[config.mk]
export PLATFORM = sky130hd
export DESIGN_NAME = branch_resolver
export DESIGN_NICKNAME = d
export VERILOG_FILES = /design/src/rtl/branch_resolver.sv
export SDC_FILE = /design/constraint.sdc
export NUM_CORES = 1
export LEC_CHECK = 0
export ABC_CLOCK_PERIOD_IN_PS = 2500
export BUFFER_PORTS_ARGS = -buffer_cell sky130_fd_sc_hd__buf_2
export CAP_MARGIN = 20
export CORE_MARGIN = 1
export CORE_UTILIZATION = 40
export CTS_BUF_LIST = sky130_fd_sc_hd__clkbuf_8
export DETAILED_ROUTE_END_ITERATION = 12
export SLEW_MARGIN = 20
export SYNTH_ARGS = -nofsm -noshare
export SYNTH_HDL_FRONTEND = slang
export SYNTH_SLANG_ARGS = --single-unit
[constraint.sdc]
create_clock -name clk -period 2.5 [get_ports clk]
set_clock_uncertainty 0.1 [all_clocks]
set_input_delay 0.25 -clock clk [delete_from_list [all_inputs] [get_ports clk]]
set_output_delay 0.25 -clock clk [all_outputs]
set_load 0.005 [all_outputs]
[src/rtl/branch_resolver.sv]
// Branch resolver: checks executed branches against their fetch-time
// prediction, streams training events to the predictor through a small
// FIFO, and holds a flush/redirect to the fetcher until it is acknowledged.
module branch_resolver #(
  parameter int DEPTH  = 4,
  parameter int PTR_W  = 2,
  parameter int DATA_W = 32
) (
  input  logic              clk,
  input  logic              rst,
  input  logic              rdy,
  input  logic              Resolve_Valid,
  input  logic [DATA_W-1:0] Resolve_PC,
  input  logic              Resolve_Pred_Taken,
  input  logic              Resolve_Taken,
  input  logic [DATA_W-1:0] Resolve_Target,
  output logic              Resolve_Ready,
  input  logic              Train_Stall,
  output logic              Train_Ready,
  output logic              Train_Result,
  output logic [DATA_W-1:0] Train_PC,
  output logic              Flush_Out,
  output logic [DATA_W-1:0] Redirect_PC,
  input  logic              Flush_Done,
  output logic [31:0]       Branch_Count,
  output logic [31:0]       Mispredict_Count
);

  typedef enum logic {IDLE = 1'b0, FLUSH = 1'b1} state_t;

  localparam logic [PTR_W:0] FULL = (PTR_W+1)'(DEPTH);

  state_t state, state_nxt;

  // Training FIFO storage: one PC and one outcome bit per slot.
  logic [DEPTH-1:0][DATA_W-1:0] pc_mem;
  logic [DEPTH-1:0]             tk_mem;
  logic [PTR_W-1:0]             wr_ptr, rd_ptr;
  logic [PTR_W:0]               count;

  logic push, pop, mispredict, fifo_nempty;

  // Handshakes come from registered state only, so a same-cycle pop never
  // opens a slot for a same-cycle push.
  always_comb begin
    fifo_nempty   = (count != '0);
    Resolve_Ready = rdy & (state == IDLE) & (count < FULL);
    Train_Ready   = rdy & fifo_nempty & ~Train_Stall;
    push          = Resolve_Valid & Resolve_Ready;
    pop           = Train_Ready;
    mispredict    = push & (Resolve_Pred_Taken != Resolve_Taken);
    Train_PC      = fifo_nempty ? pc_mem[rd_ptr] : '0;
    Train_Result  = fifo_nempty ? tk_mem[rd_ptr] : 1'b0;
  end

  // FSM next state and flush output; rdy low freezes the transition.
  always_comb begin
    state_nxt = state;
    Flush_Out = 1'b0;
    case (state)
      IDLE: begin
        if (mispredict) state_nxt = FLUSH;
      end
      FLUSH: begin
        Flush_Out = 1'b1;
        if (rdy && Flush_Done) state_nxt = IDLE;
      end
    endcase
  end

  // FSM state register.
  always_ff @(posedge clk or negedge rst) begin
    if (!rst) state <= IDLE;
    else      state <= state_nxt;
  end

  // FIFO pointers, occupancy and storage; pointers wrap naturally at DEPTH.
  always_ff @(posedge clk or negedge rst) begin
    if (!rst) begin
      wr_ptr <= '0;
      rd_ptr <= '0;
      count  <= '0;
      pc_mem <= '0;
      tk_mem <= '0;
    end else begin
      if (push) begin
        pc_mem[wr_ptr] <= Resolve_PC;
        tk_mem[wr_ptr] <= Resolve_Taken;
        wr_ptr         <= wr_ptr + 1'b1;
      end
      if (pop) rd_ptr <= rd_ptr + 1'b1;
      case ({push, pop})
        2'b10:   count <= count + 1'b1;
        2'b01:   count <= count - 1'b1;
        default: count <= count;
      endcase
    end
  end

  // Redirect target is captured on the mispredicting accept and held
  // untouched for the whole flush.
  always_ff @(posedge clk or negedge rst) begin
    if (!rst)            Redirect_PC <= '0;
    else if (mispredict) Redirect_PC <= Resolve_Taken ? Resolve_Target
                                                      : Resolve_PC + DATA_W'(4);
  end

  // Statistics counters, wrapping modulo 2^32.
  always_ff @(posedge clk or negedge rst) begin
    if (!rst) begin
      Branch_Count     <= '0;
      Mispredict_Count <= '0;
    end else begin
      if (push)       Branch_Count     <= Branch_Count + 32'd1;
      if (mispredict) Mispredict_Count <= Mispredict_Count + 32'd1;
    end
  end

endmodule
==> summary.md, run 1 <==
| Metric | Value |
|---|---|
| Outcome | `completed` |
| FFs w/ async S/R, synth | `1.000` |
| CTS tree | `yes` |
| Post-layout minimum cycle time | `2.432 ns` |
| Combinational fraction of design power | `0.351` |
| Top library cells by usage in the layout, fill and taps aside | `dfrtp_1 (234), buf_2 (202), mux2_2 (121)` |
| Synth Instances | `908` |
| Later-pin clock latency in the skew report | `0.52 ns` |
| WL final | `28890 um` |
| Total die area | `28670 um2` |
| Total number of H-tree levels | `2` |
| Overflow left after global routing | `0` |
| PortBufs | `203` |
| Number of nets with antenna violations after routing | `0` |
| TritonCTS sink count | `236` |
| Net count, final | `1274` |
| Initial Utilization | `0.4120` |
| Yosys warnings | `0` |
| Iteration-0 DRC Markers | `426` |
| R2R Setup Slk | `0.10 ns` |
| Area added between synthesis and finish | `27.37%` |
| # DRC | `0` |
| Relative max-transition margin | `0.6220` |
| Number of placement rows | `60` |
| Main synth FF type | `dfrtp_1` |
| Portion of total power attributed to sequential cells | `0.414` |
| Vias after detailed routing | `8099` |
| Total net switching power | `4.534 mW` |
| Met1 Resource Use GR | `0.2808` |
| Number of buffers on the longest clock path | `3` |
| 1st-pass router iterations | `4` |
| Delay contributed by the slowest stage of the critical path | `0.64 ns` |
| Met3 layer usage reported by global route | `0.04198` |
| Net Count, Synth | `989` |
| Total clock buffers created by CTS | `42` |
| Power share of the clock group | `0.236` |
| Met2 track demand over resource | `0.3296` |
| Cell Area, Synth | `11200 um2` |
| Number of global-route vias before repair | `8413` |
| Type of the worst min-delay path | `in2reg` |
| Arr. time, crit path | `2.08 ns` |
| Root Buffer | `clkbuf_8` |
| Share of cells above drive strength 1 | `0.3905` |
| Critical Path Sink Type | `primary output` |
| Filler cell count | `2421` |
| Cell Int Power | `10.16 mW` |
| Number of distinct library cell variants in the gate-level netlist after synthesis | `43` |
| Die Y | `169.3 um` |
| Capture instance of the worst register-to-register path | `Redirect_PC[30]` |
| Leading cell type in the layout, fill and taps excluded | `dfrtp_1` |
| Total Negative Setup Slacks | `0 ns` |
| DR WL/cell | `18.16 um` |
| Tcrit/Tclk final | `0.9730` |
| Final weighted congestion in routability-driven placement | `0.7527` |
| Final instance area | `14260 um2` |
| I/O pin cnt | `204` |
| Startpoint-to-endpoint class of the critical path | `reg2out` |
| Final hold vios | `0` |
| Total power consumption of the routed design | `14.69 mW` |
| Worst slack on hold paths | `0.03240 ns` |
| Startpoint Class | `flop` |
| Number of cell instances on the worst register-to-register path | `7` |
| Final setup viols | `0` |
| # diodes | `0` |
| List of cells traversed by the critical path | `buf_4 > mux4_2 > nor2b_1 > buf_2` |
| Die Span X | `169.3 um` |
| Register bit total from synthesis | `236` |
| Total routing usage reported by global routing | `0.2042` |
| Mapped Avg Cell Area | `12.33 um2` |
| Critical-path maximum fanout | `12` |
| Sequential area share after synthesis | `0.5274` |
| Worst Setup SP | `rd_ptr[1]` |
| Standard cell core area | `27180 um2` |
| Finished Core Util | `0.5248` |
| Hpwl dp | `18780 um` |
| Maximum frequency from static timing analysis | `411.1 MHz` |
| Via count normalized by instance count | `5.091` |
| Post-place instance area | `12740 um2` |
| Endpoint required time on the critical path | `2.15 ns` |
| Slew at the pin closest to its max-slew limit | `0.5627 ns` |
| Leakage power | `6.767 nW` |
| Slew Viols, Final | `0` |
| Reg2Reg Launch Point | `count[2]` |
| Number of flops mapped to enable cells by yosys | `0` |
| Sw Ratio | `0.3086` |
| Maximum number of pins on one net before global-route repair | `67` |
| Max cap viols | `0` |
| Power per cell area | `1030 nW/um2` |
| Number of antenna violations at the first check in global routing | `1` |
| First-pass GRT wire length | `45940 um` |
| Hold path startpoint | `Resolve_Target[27]` |
| Cell with the largest stage delay on the worst path | `dfrtp_2` |
| Clock transition time at the flip-flop clock pins of the worst setup and hold paths | `0.06 ns` |
| Peak supply drop | `0.5175 mV` |
| Endpoint of the most critical setup path | `Train_PC[3]` |
| Busiest metal layer after global routing | `met2` |
==> stage by stage <==
stage	setup WS, ns	cells
floorplan	0.3387	908
global placement	0.2792	1455
detailed placement	0.2375	1455
CTS	-0.003770	1589
global route	-0.02037	1591
finish	0.06757	1591
==> routing by layer <==
metal  wire length (um)  vias up
li1                   -     3764
met1              13320     4051
met2              13290      238
met3               1802       44
met4                460        2
met5                 13        -
==> power groups by stage <==
| stage | logic, mW | clock network, mW | registers, mW |
|---|---|---|---|
| CTS | 5.17 | 3.57 | 6.06 |
| floorplan | 3.24 | 0 | 5.85 |
| detailed placement | 5.04 | 0 | 6.11 |
| global placement | 4.97 | 0 | 6.06 |
| finish | 5.15 | 3.46 | 6.08 |
| global route | 5.62 | 3.73 | 6.25 |
==> critical path: cells and delay by family, from the launching register on <==
family | cells | cell delay (ns)
muxes | 1 | 0.31
buffers and inverters | 2 | 0.44
DFF | 1 | 0.64
and+or+nand+nor | 1 | 0.16
==> area by class of cell <==
type	instances	area, um2	share of cell area
Tap cell	372	465.4	0.03264
Multi-Input combinational cell	603	5054	0.3544
Sequential cell	236	5908	0.4143
Clock buffer	54	743.2	0.05211
Clock inverter	16	66.31	0.004650
Timing Repair Buffer	296	1972	0.1383
Inverter	14	52.55	0.003685
==> sequential cells by signal (all words and copies together) (netlist names) <==
name,cells
state,1
rd_ptr,2
count,3
Mispredict_Count,32
Redirect_PC,32
tk_mem,4
pc_mem,128
wr_ptr,2
Branch_Count,32
==> timing repair <==
item | in CTS | in global routing
pin swaps | 0 | 1
endpoints found under the hold margin | 198 | 0
cloned | 0 | 1
endpoints found under the setup margin | 2 | 14
setup buffers | 0 | 1
resized for setup | 2 | 5
hold buffers | 64 | 0
==> cell families (layout without fill, tap and decap cells) <==
logic type / after synthesis / count (layout) / synth area share
AND/OR/NAND/NOR: 273 / 273 / 0.1320
flip-flops: 236 / 236 / 0.5274
multiplexers: 159 / 159 / 0.1925
XOR/XNOR: 93 / 93 / 0.07275
AO/OA/AOI/OAI: 69 / 69 / 0.03777
buffers and inverters: 69 / 380 / 0.02682
adder cells (fa/ha/maj): 9 / 9 / 0.01073
==> cell usage after synthesis (all sizes together) (8+ instances only) <==
master / count / area (um2)
dfrtp: 236 / 5906
mux2: 121 / 1363
nand2: 82 / 307.8
xnor2: 65 / 569.3
nand3: 37 / 185.2
nor2: 36 / 135.1
mux4: 33 / 743.2
nor2b: 33 / 206.5
clkbuf: 32 / 123.9
xor2: 28 / 245.2
o21ai: 26 / 130.1
buf: 23 / 123.9
nand4: 22 / 150.1
nor3: 19 / 130.1
a21oi: 16 / 80.08
and3: 14 / 87.58
inv: 14 / 52.55
o22ai: 12 / 93.84
and4: 8 / 70.07
ha: 8 / 100.1
==> how the worst min path moves through the flow <==
stage                     slack [ns]  cells after the start                   end
after floorplan                -0.15                      0       Branch_Count[0]
after global placement          0.15                      1  Mispredict_Count[31]
after global routing            0.03                      4       Redirect_PC[27]
final                           0.03                      4       Redirect_PC[27]
after detailed placement        0.14                      1  Mispredict_Count[31]
after CTS                      0.001                      3            pc_mem[76]
No activity file was read; power rests on OpenSTA's default activity.
==> inputs of run 2 (changes only) <==
--- a/config.mk
+++ b/config.mk
@@ -8,10 +8,13 @@
 export ABC_CLOCK_PERIOD_IN_PS = 2500
 export BUFFER_PORTS_ARGS = -buffer_cell sky130_fd_sc_hd__buf_2
 export CAP_MARGIN = 20
+export CELL_PAD_IN_SITES_DETAIL_PLACEMENT = 2
+export CELL_PAD_IN_SITES_GLOBAL_PLACEMENT = 2
 export CORE_MARGIN = 1
-export CORE_UTILIZATION = 40
+export CORE_UTILIZATION = 39
 export CTS_BUF_LIST = sky130_fd_sc_hd__clkbuf_8
 export DETAILED_ROUTE_END_ITERATION = 12
+export PLACE_DENSITY_LB_ADDON = 0.1
 export SLEW_MARGIN = 20
 export SYNTH_ARGS = -nofsm -noshare
 export SYNTH_HDL_FRONTEND = slang
==> run 2 against run 1 <==
  * First-iteration DRC count is 52% lower
  * Sequential power grew 2%
  * Via count up 3.5%
  * Cell area unchanged
  * Largest cell class unchanged
  * Highest routed layer is now met4
  * Clock power barely moved
==> summary.md, run 2 (synthesized netlist as in run 1, its figures left out) <==
| Metric | Value |
|---|---|
| Outcome | `completed` |
| Clock transition time at the flip-flop clock pins of the worst setup and hold paths | `0.05 ns (about the same)` |
| Initial Utilization | `0.3997 (-0.01228)` |
| RSZ-0062 raised after global routing | `true` |
| I/O pin cnt | `204 (unchanged)` |
| Hpwl dp | `20940 um (+11%)` |
| Via count normalized by instance count | `5.251 (+3.1%)` |
| Post-layout minimum cycle time | `2.453 ns (+0.02085 ns)` |
| PortBufs | `203 (unchanged)` |
| Setup Slack @ Placement | `0.1934 ns (-0.04412 ns)` |
| Post-place instance area | `12730 um2 (about the same)` |
| Endpoint required time on the critical path | `2.15 ns (about the same)` |
| Total Negative Setup Slacks | `0 ns (unchanged)` |
| Area added between synthesis and finish | `27.37% (unchanged)` |
| DR WL/cell | `21.85 um (+20%)` |
| Critical-path maximum fanout | `16 (+4)` |
| Number of standard cells in the final layout excluding fillers | `1596 (+0.31%)` |
| Vias after detailed routing | `8380 (+3.5%)` |
| Share of cells above drive strength 1 | `0.3862 (-0.004288)` |
| First-pass GRT wire length | `54740 um (+19%)` |
| Largest register FFs | `128 (unchanged)` |
| Leakage power | `6.762 nW (about the same)` |
| Maximum frequency from static timing analysis | `407.6 MHz (-0.85%)` |
| Type of the worst min-delay path | `in2reg` |
| Final instance area | `14260 um2 (unchanged)` |
| Total die area | `29390 um2 (+2.5%)` |
| Tcrit/Tclk final | `0.9813 (+0.008342)` |
| Slew at the pin closest to its max-slew limit | `0.6591 ns (+0.09638 ns)` |
| Power per cell area | `1054 nW/um2 (+2.3%)` |
| Max cap viols | `0 (unchanged)` |
| Slew Viols, Final | `0 (unchanged)` |
| Number of buffers on the longest clock path | `3 (unchanged)` |
| Root Buffer | `clkbuf_8` |
| Critical Path Sink Type | `primary output` |
| Startpoint Class | `flop` |
| Total power consumption of the routed design | `15.04 mW (+2.3%)` |
| 1st-pass router iterations | `4 (unchanged)` |
| Net count, final | `1275 (+0.078%)` |
| Top library cells by usage in the layout, fill and taps aside | `dfrtp_1 (234), buf_2 (201), mux2_2 (121)` |
| TritonCTS sink count | `236 (unchanged)` |
| Startpoint-to-endpoint class of the critical path | `reg2out` |
| Number of antenna violations at the first check in global routing | `1 (unchanged)` |
| Die Y | `171.4 um (+1.3%)` |
| Final hold vios | `0 (unchanged)` |
| Worst slack on hold paths | `0.02552 ns (-0.006883 ns)` |
| Later-pin clock latency in the skew report | `0.56 ns (+0.04 ns)` |
| Finished Core Util | `0.5091 (-0.01563)` |
| Relative max-transition margin | `0.5606 (-0.06136)` |
| Number of placement rows | `61 (+1.7%)` |
| Total routing usage reported by global routing | `0.2443 (+0.04006)` |
| Total number of H-tree levels | `2 (unchanged)` |
| Die Span X | `171.4 um (+1.3%)` |
| Number of global-route vias before repair | `9470 (+13%)` |
| Final setup viols | `0 (unchanged)` |
| Total clock buffers created by CTS | `44 (+4.8%)` |
| Maximum number of pins on one net before global-route repair | `78 (+16%)` |
| Final weighted congestion in routability-driven placement | `0.7613 (+1.1%)` |
| Number of nets with antenna violations after routing | `0 (unchanged)` |
| Peak supply drop | `0.5282 mV (+2.1%)` |
| Iteration-0 DRC Markers | `203 (-52%)` |
| Fin worst setup slack | `0.04671 ns (-0.02085 ns)` |
| Overflow left after global routing | `0 (unchanged)` |
| CTS tree | `yes` |
| WL final | `34870 um (+21%)` |
| Leading cell type in the layout, fill and taps excluded | `dfrtp_1` |
| Most flop-heavy register | `pc_mem` |
| Placed Cells incl. Taps | `1457 (+0.14%)` |
| Standard cell core area | `28010 um2 (+3.1%)` |
| # DRC | `0 (unchanged)` |
| Arr. time, crit path | `2.10 ns (+0.02 ns)` |
[run 2: cell types whose count changed in the layout (fill, tap and decap cells not counted), moves of 2 or more]
cell,change
clkinv_2,-2
buf_4,-5
buf_6,+2
clkbuf_8,-3
nor2b_4,+4
inv_1,+3
dlygate4sd3_1,+2
nor2b_1,-3
[run 2: area by class of cell]
type	instances	area (um2)
well taps	378	473.0
flip-flops and latches	236	5908
repair buffers	295	1992
diodes	1	2.502
clock buffers	51	701.9
inverters	14	52.55
multi-input cells	603	5056
clock inverters	18	75.07
fillers	2807	13750
[run 2: worst paths after layout]
check                           depth (start not counted)           from  slack, ns              endpoint
worst max-delay path                                    4      rd_ptr[0]       0.05          Train_PC[19]
worst min-delay path                                    4  Resolve_Valid       0.03       Branch_Count[1]
worst max register to register                          8       count[2]       0.24              count[2]
worst min register to register                          2     pc_mem[77]       0.38            pc_mem[77]
max in group asynchronous                               3            rst       1.33           pc_mem[124]
min in group asynchronous                               2            rst       0.17  Mispredict_Count[25]
[run 2: routing by layer]
layer / routed length (um) / share of wire / track usage
met3: 1307 / 0.037 / 0.04004
met4: 636 / 0.018 / 0.06988
met5: 0 / 0 / 0
met1: 15620 / 0.45 / 0.3167
met2: 17300 / 0.50 / 0.4196
[run 2: worst max-delay path: stages (launching register included)]
cell	delay, ns
dfrtp_2	0.46
clkbuf_16	0.26
mux4_2	0.50
nor2b_1	0.17
buf_2	0.16
[run 2: power by group]
part / total, mW / switching (mW) / internal, mW
registers: 6.19 / 0.937 / 5.25
clock network: 3.44 / 1.62 / 1.82
logic: 5.41 / 2.34 / 3.07
[run 2: repair_timing]
action,CTS,global route
resized for setup,7,4
hold buffers,66,0
pin swaps,0,1
hold endpoints to repair,217,0
setup buffers,0,2
gates cloned,0,1
setup endpoints to repair,13,34
==> inputs of run 3 (changes only) <==
--- a/config.mk
+++ b/config.mk
@@ -5,7 +5,7 @@
 export SDC_FILE = /design/constraint.sdc
 export NUM_CORES = 1
 export LEC_CHECK = 0
-export ABC_CLOCK_PERIOD_IN_PS = 2500
+export ABC_CLOCK_PERIOD_IN_PS = 2600
 export BUFFER_PORTS_ARGS = -buffer_cell sky130_fd_sc_hd__buf_2
 export CAP_MARGIN = 20
 export CELL_PAD_IN_SITES_DETAIL_PLACEMENT = 2
@@ -14,6 +14,7 @@
 export CORE_UTILIZATION = 39
 export CTS_BUF_LIST = sky130_fd_sc_hd__clkbuf_8
 export DETAILED_ROUTE_END_ITERATION = 12
+export GPL_TIMING_DRIVEN = 0
 export PLACE_DENSITY_LB_ADDON = 0.1
 export SLEW_MARGIN = 20
 export SYNTH_ARGS = -nofsm -noshare
==> constraint.sdc (replaced) <==
create_clock -name clk -period 2.6 [get_ports clk]
set_clock_uncertainty 0.1 [all_clocks]
set_input_delay 0.26 -clock clk [delete_from_list [all_inputs] [get_ports clk]]
set_output_delay 0.26 -clock clk [all_outputs]
set_load 0.005 [all_outputs]
==> run 3 against run 2 <==
  * Worst setup slack better by 0.047 ns
  * Non-clock buffer count increased by 17
  * Sequential share of layout area rose by 0.086 points
  * Core utilization fell by 0.12 points
  * Register-to-register slack got worse by 0.07 ns
  * Cell area down 0.23%
  * Critical path depth did not move
  * Clock-buffer cell count grew 1
  * Clock power is 2% lower
  * Combinational power is 5.2% lower
==> summary.md, run 3 (synthesized netlist as in run 1, its figures left out) <==
| Metric | Value |
|---|---|
| Reg2Reg Launch Point | `count[2]` |
| Leakage power | `6.779 nW (+0.26%)` |
| Number of antenna violations at the first check in global routing | `1 (unchanged)` |
| Hold path startpoint | `Resolve_PC[2]` |
| Arr. time, crit path | `2.15 ns (+0.05 ns)` |
| Cell Int Power | `9.680 mW (-4.5%)` |
| # diodes | `0 (-1)` |
| # DRC | `0 (unchanged)` |
| Leading cell type in the layout, fill and taps excluded | `dfrtp_1` |
| R2R Setup Slk | `0.17 ns (-0.07 ns)` |
| Final setup viols | `0 (unchanged)` |
| CTS tree | `yes` |
| Number of nets with antenna violations after routing | `0 (unchanged)` |
| Number of standard cells in the final layout excluding fillers | `1616 (+1.3%)` |
| Final weighted congestion in routability-driven placement | `0.7248 (-4.8%)` |
| Total clock buffers created by CTS | `44 (unchanged)` |
| 1st-pass router iterations | `4 (unchanged)` |
| PortBufs | `192 (-5.4%)` |
| First-pass GRT wire length | `56560 um (+3.3%)` |
| Number of cell instances on the worst register-to-register path | `5 (-3)` |
| Most flop-heavy register | `pc_mem` |
| Slew at the pin closest to its max-slew limit | `0.8534 ns (+0.1943 ns)` |
| Filler cell count | `2813 (+0.21%)` |
| Maximum frequency from static timing analysis | `399.0 MHz` |
| Share of cells above drive strength 1 | `0.3813 (-0.004935)` |
| Die Span X | `171.4 um (unchanged)` |
| Capture instance of the worst register-to-register path | `pc_mem[22]` |
| I/O pin cnt | `204 (unchanged)` |
| Critical Path Sink Type | `primary output` |
| Endpoint required time on the critical path | `2.24 ns (+0.09 ns)` |
| RSZ-0062 raised after global routing | `false` |
| Final hold vios | `0 (unchanged)` |
| Type of the worst min-delay path | `in2reg` |
| TritonCTS sink count | `236 (unchanged)` |
| Setup Slack @ Placement | `-0.04240 ns (-0.2358 ns)` |
| Critical-path maximum fanout | `10 (-6)` |
| Startpoint-to-endpoint class of the critical path | `reg2out` |
| WL final | `36360 um (+4.3%)` |
| Fin worst setup slack | `0.09356 ns (+0.04685 ns)` |
| Peak supply drop | `0.4329 mV (-18%)` |
| Number of placement rows | `61 (unchanged)` |
| Total die area | `29390 um2 (unchanged)` |
| Worst slack on hold paths | `0.01798 ns (-0.007536 ns)` |
| Hpwl dp | `24230 um (+16%)` |
| Number of cells on the worst hold path | `2 (-2)` |
| Overflow left after global routing | `0 (unchanged)` |
| Top library cells by usage in the layout, fill and taps aside | `dfrtp_1 (235), buf_2 (206), mux2_2 (121)` |
| Slew Viols, Final | `0 (unchanged)` |
| Combinational fraction of design power | `0.356 (-0.004)` |
| Total Negative Setup Slacks | `0 ns (unchanged)` |
| Via count normalized by instance count | `5.313 (+1.2%)` |
| Iteration-0 DRC Markers | `322 (+59%)` |
| Total power consumption of the routed design | `14.40 mW (-4.2%)` |
| Post-layout minimum cycle time | `2.506 ns` |
| Net count, final | `1292 (+1.3%)` |
| Die Y | `171.4 um (unchanged)` |
| Number of buffers on the longest clock path | `3 (unchanged)` |
| Clock transition time at the flip-flop clock pins of the worst setup and hold paths | `0.06 ns (about the same)` |
| Startpoint Class | `flop` |
| Portion of total power attributed to sequential cells | `0.409 (-0.002)` |
| Initial Utilization | `0.3997 (unchanged)` |
| Total routing usage reported by global routing | `0.2559 (+0.01161)` |
| Sw Ratio | `0.3278 (+0.001916)` |
| Relative max-transition margin | `0.4311 (-0.1295)` |
| Total number of H-tree levels | `2 (unchanged)` |
| DR WL/cell | `22.50 um (+3.0%)` |
| Later-pin clock latency in the skew report | `0.56 ns (about the same)` |
| Standard cell core area | `28010 um2 (unchanged)` |
| Largest register FFs | `128 (unchanged)` |
| Total net switching power | `4.720 mW (-3.7%)` |
| Vias after detailed routing | `8585 (+2.4%)` |
| Finished Core Util | `0.5080 (-0.001162)` |
| Hold path endpoint | `pc_mem[98]` |
| Area added between synthesis and finish | `27.08%` |
| Power share of the clock group | `0.235 (+0.006)` |
| Post-place instance area | `12730 um2 (about the same)` |
| Maximum number of pins on one net before global-route repair | `76 (-2.6%)` |
| Power per cell area | `1012 nW/um2 (-4.0%)` |
| Final instance area | `14230 um2 (-0.23%)` |
| Placed Cells incl. Taps | `1481 (+1.6%)` |
| Number of global-route vias before repair | `9627 (+1.7%)` |
| Root Buffer | `clkbuf_8` |
| Tcrit/Tclk final | `0.9640` |
| Max cap viols | `0 (unchanged)` |
| Outcome | `completed` |
run 3: cell type report:
| class | count | area (um2) | share of cell area |
|---|---|---|---|
| Multi-Input combinational cell | 603 | 5021 | 0.3529 |
| Clock buffer | 52 | 715.7 | 0.05030 |
| Clock inverter | 21 | 88.84 | 0.006243 |
| Sequential cell | 236 | 5907 | 0.4151 |
| Inverter | 14 | 52.55 | 0.003693 |
| Tap cell | 378 | 473.0 | 0.03324 |
| Timing Repair Buffer | 259 | 1687 | 0.1185 |
| Buffer | 53 | 284.0 | 0.01996 |
run 3: how the worst max path moves through the flow:
stage | to | start | slack, ns
after floorplan | count[2] | count[2] | 0.44
after global placement | pc_mem[86] | rst | -3.35
after detailed placement | Train_PC[14] | rd_ptr[0] | -0.04
after CTS | Redirect_PC[6] | count[2] | 0.01
after global routing | Train_PC[13] | count[2] | 0.004
final | Train_PC[13] | count[2] | 0.09
run 3: per-layer routing:
metal	share of wire	wire length (um)	track usage
met1	0.42	15340	0.3204
met2	0.51	18390	0.4408
met3	0.051	1855	0.05913
met4	0.021	775	0.07104
met5	0	0	0
run 3: worst max-delay path, cell delays in order (launching register included):
cell and delay, ns:
dfrtp_1 0.45, nor3_4 0.41, clkbuf_2 0.41, nor2b_1 0.15, buf_2 0.16
run 3: repair_timing:
item	CTS	global route
endpoints found under the hold margin	282	0
pin swaps	1	0
buffers inserted	3	0
hold buffers	61	0
setup endpoints to repair	45	125
resized for setup	16	22
run 3: power groups by stage:
stage	logic [mW]	registers (mW)	clock network, mW
after CTS	5.16	5.88	3.48
final	5.13	5.89	3.38
after floorplan	3.12	5.63	0
after detailed placement	5.01	5.88	0
after global placement	4.80	5.77	0
after global routing	5.61	6.05	3.64
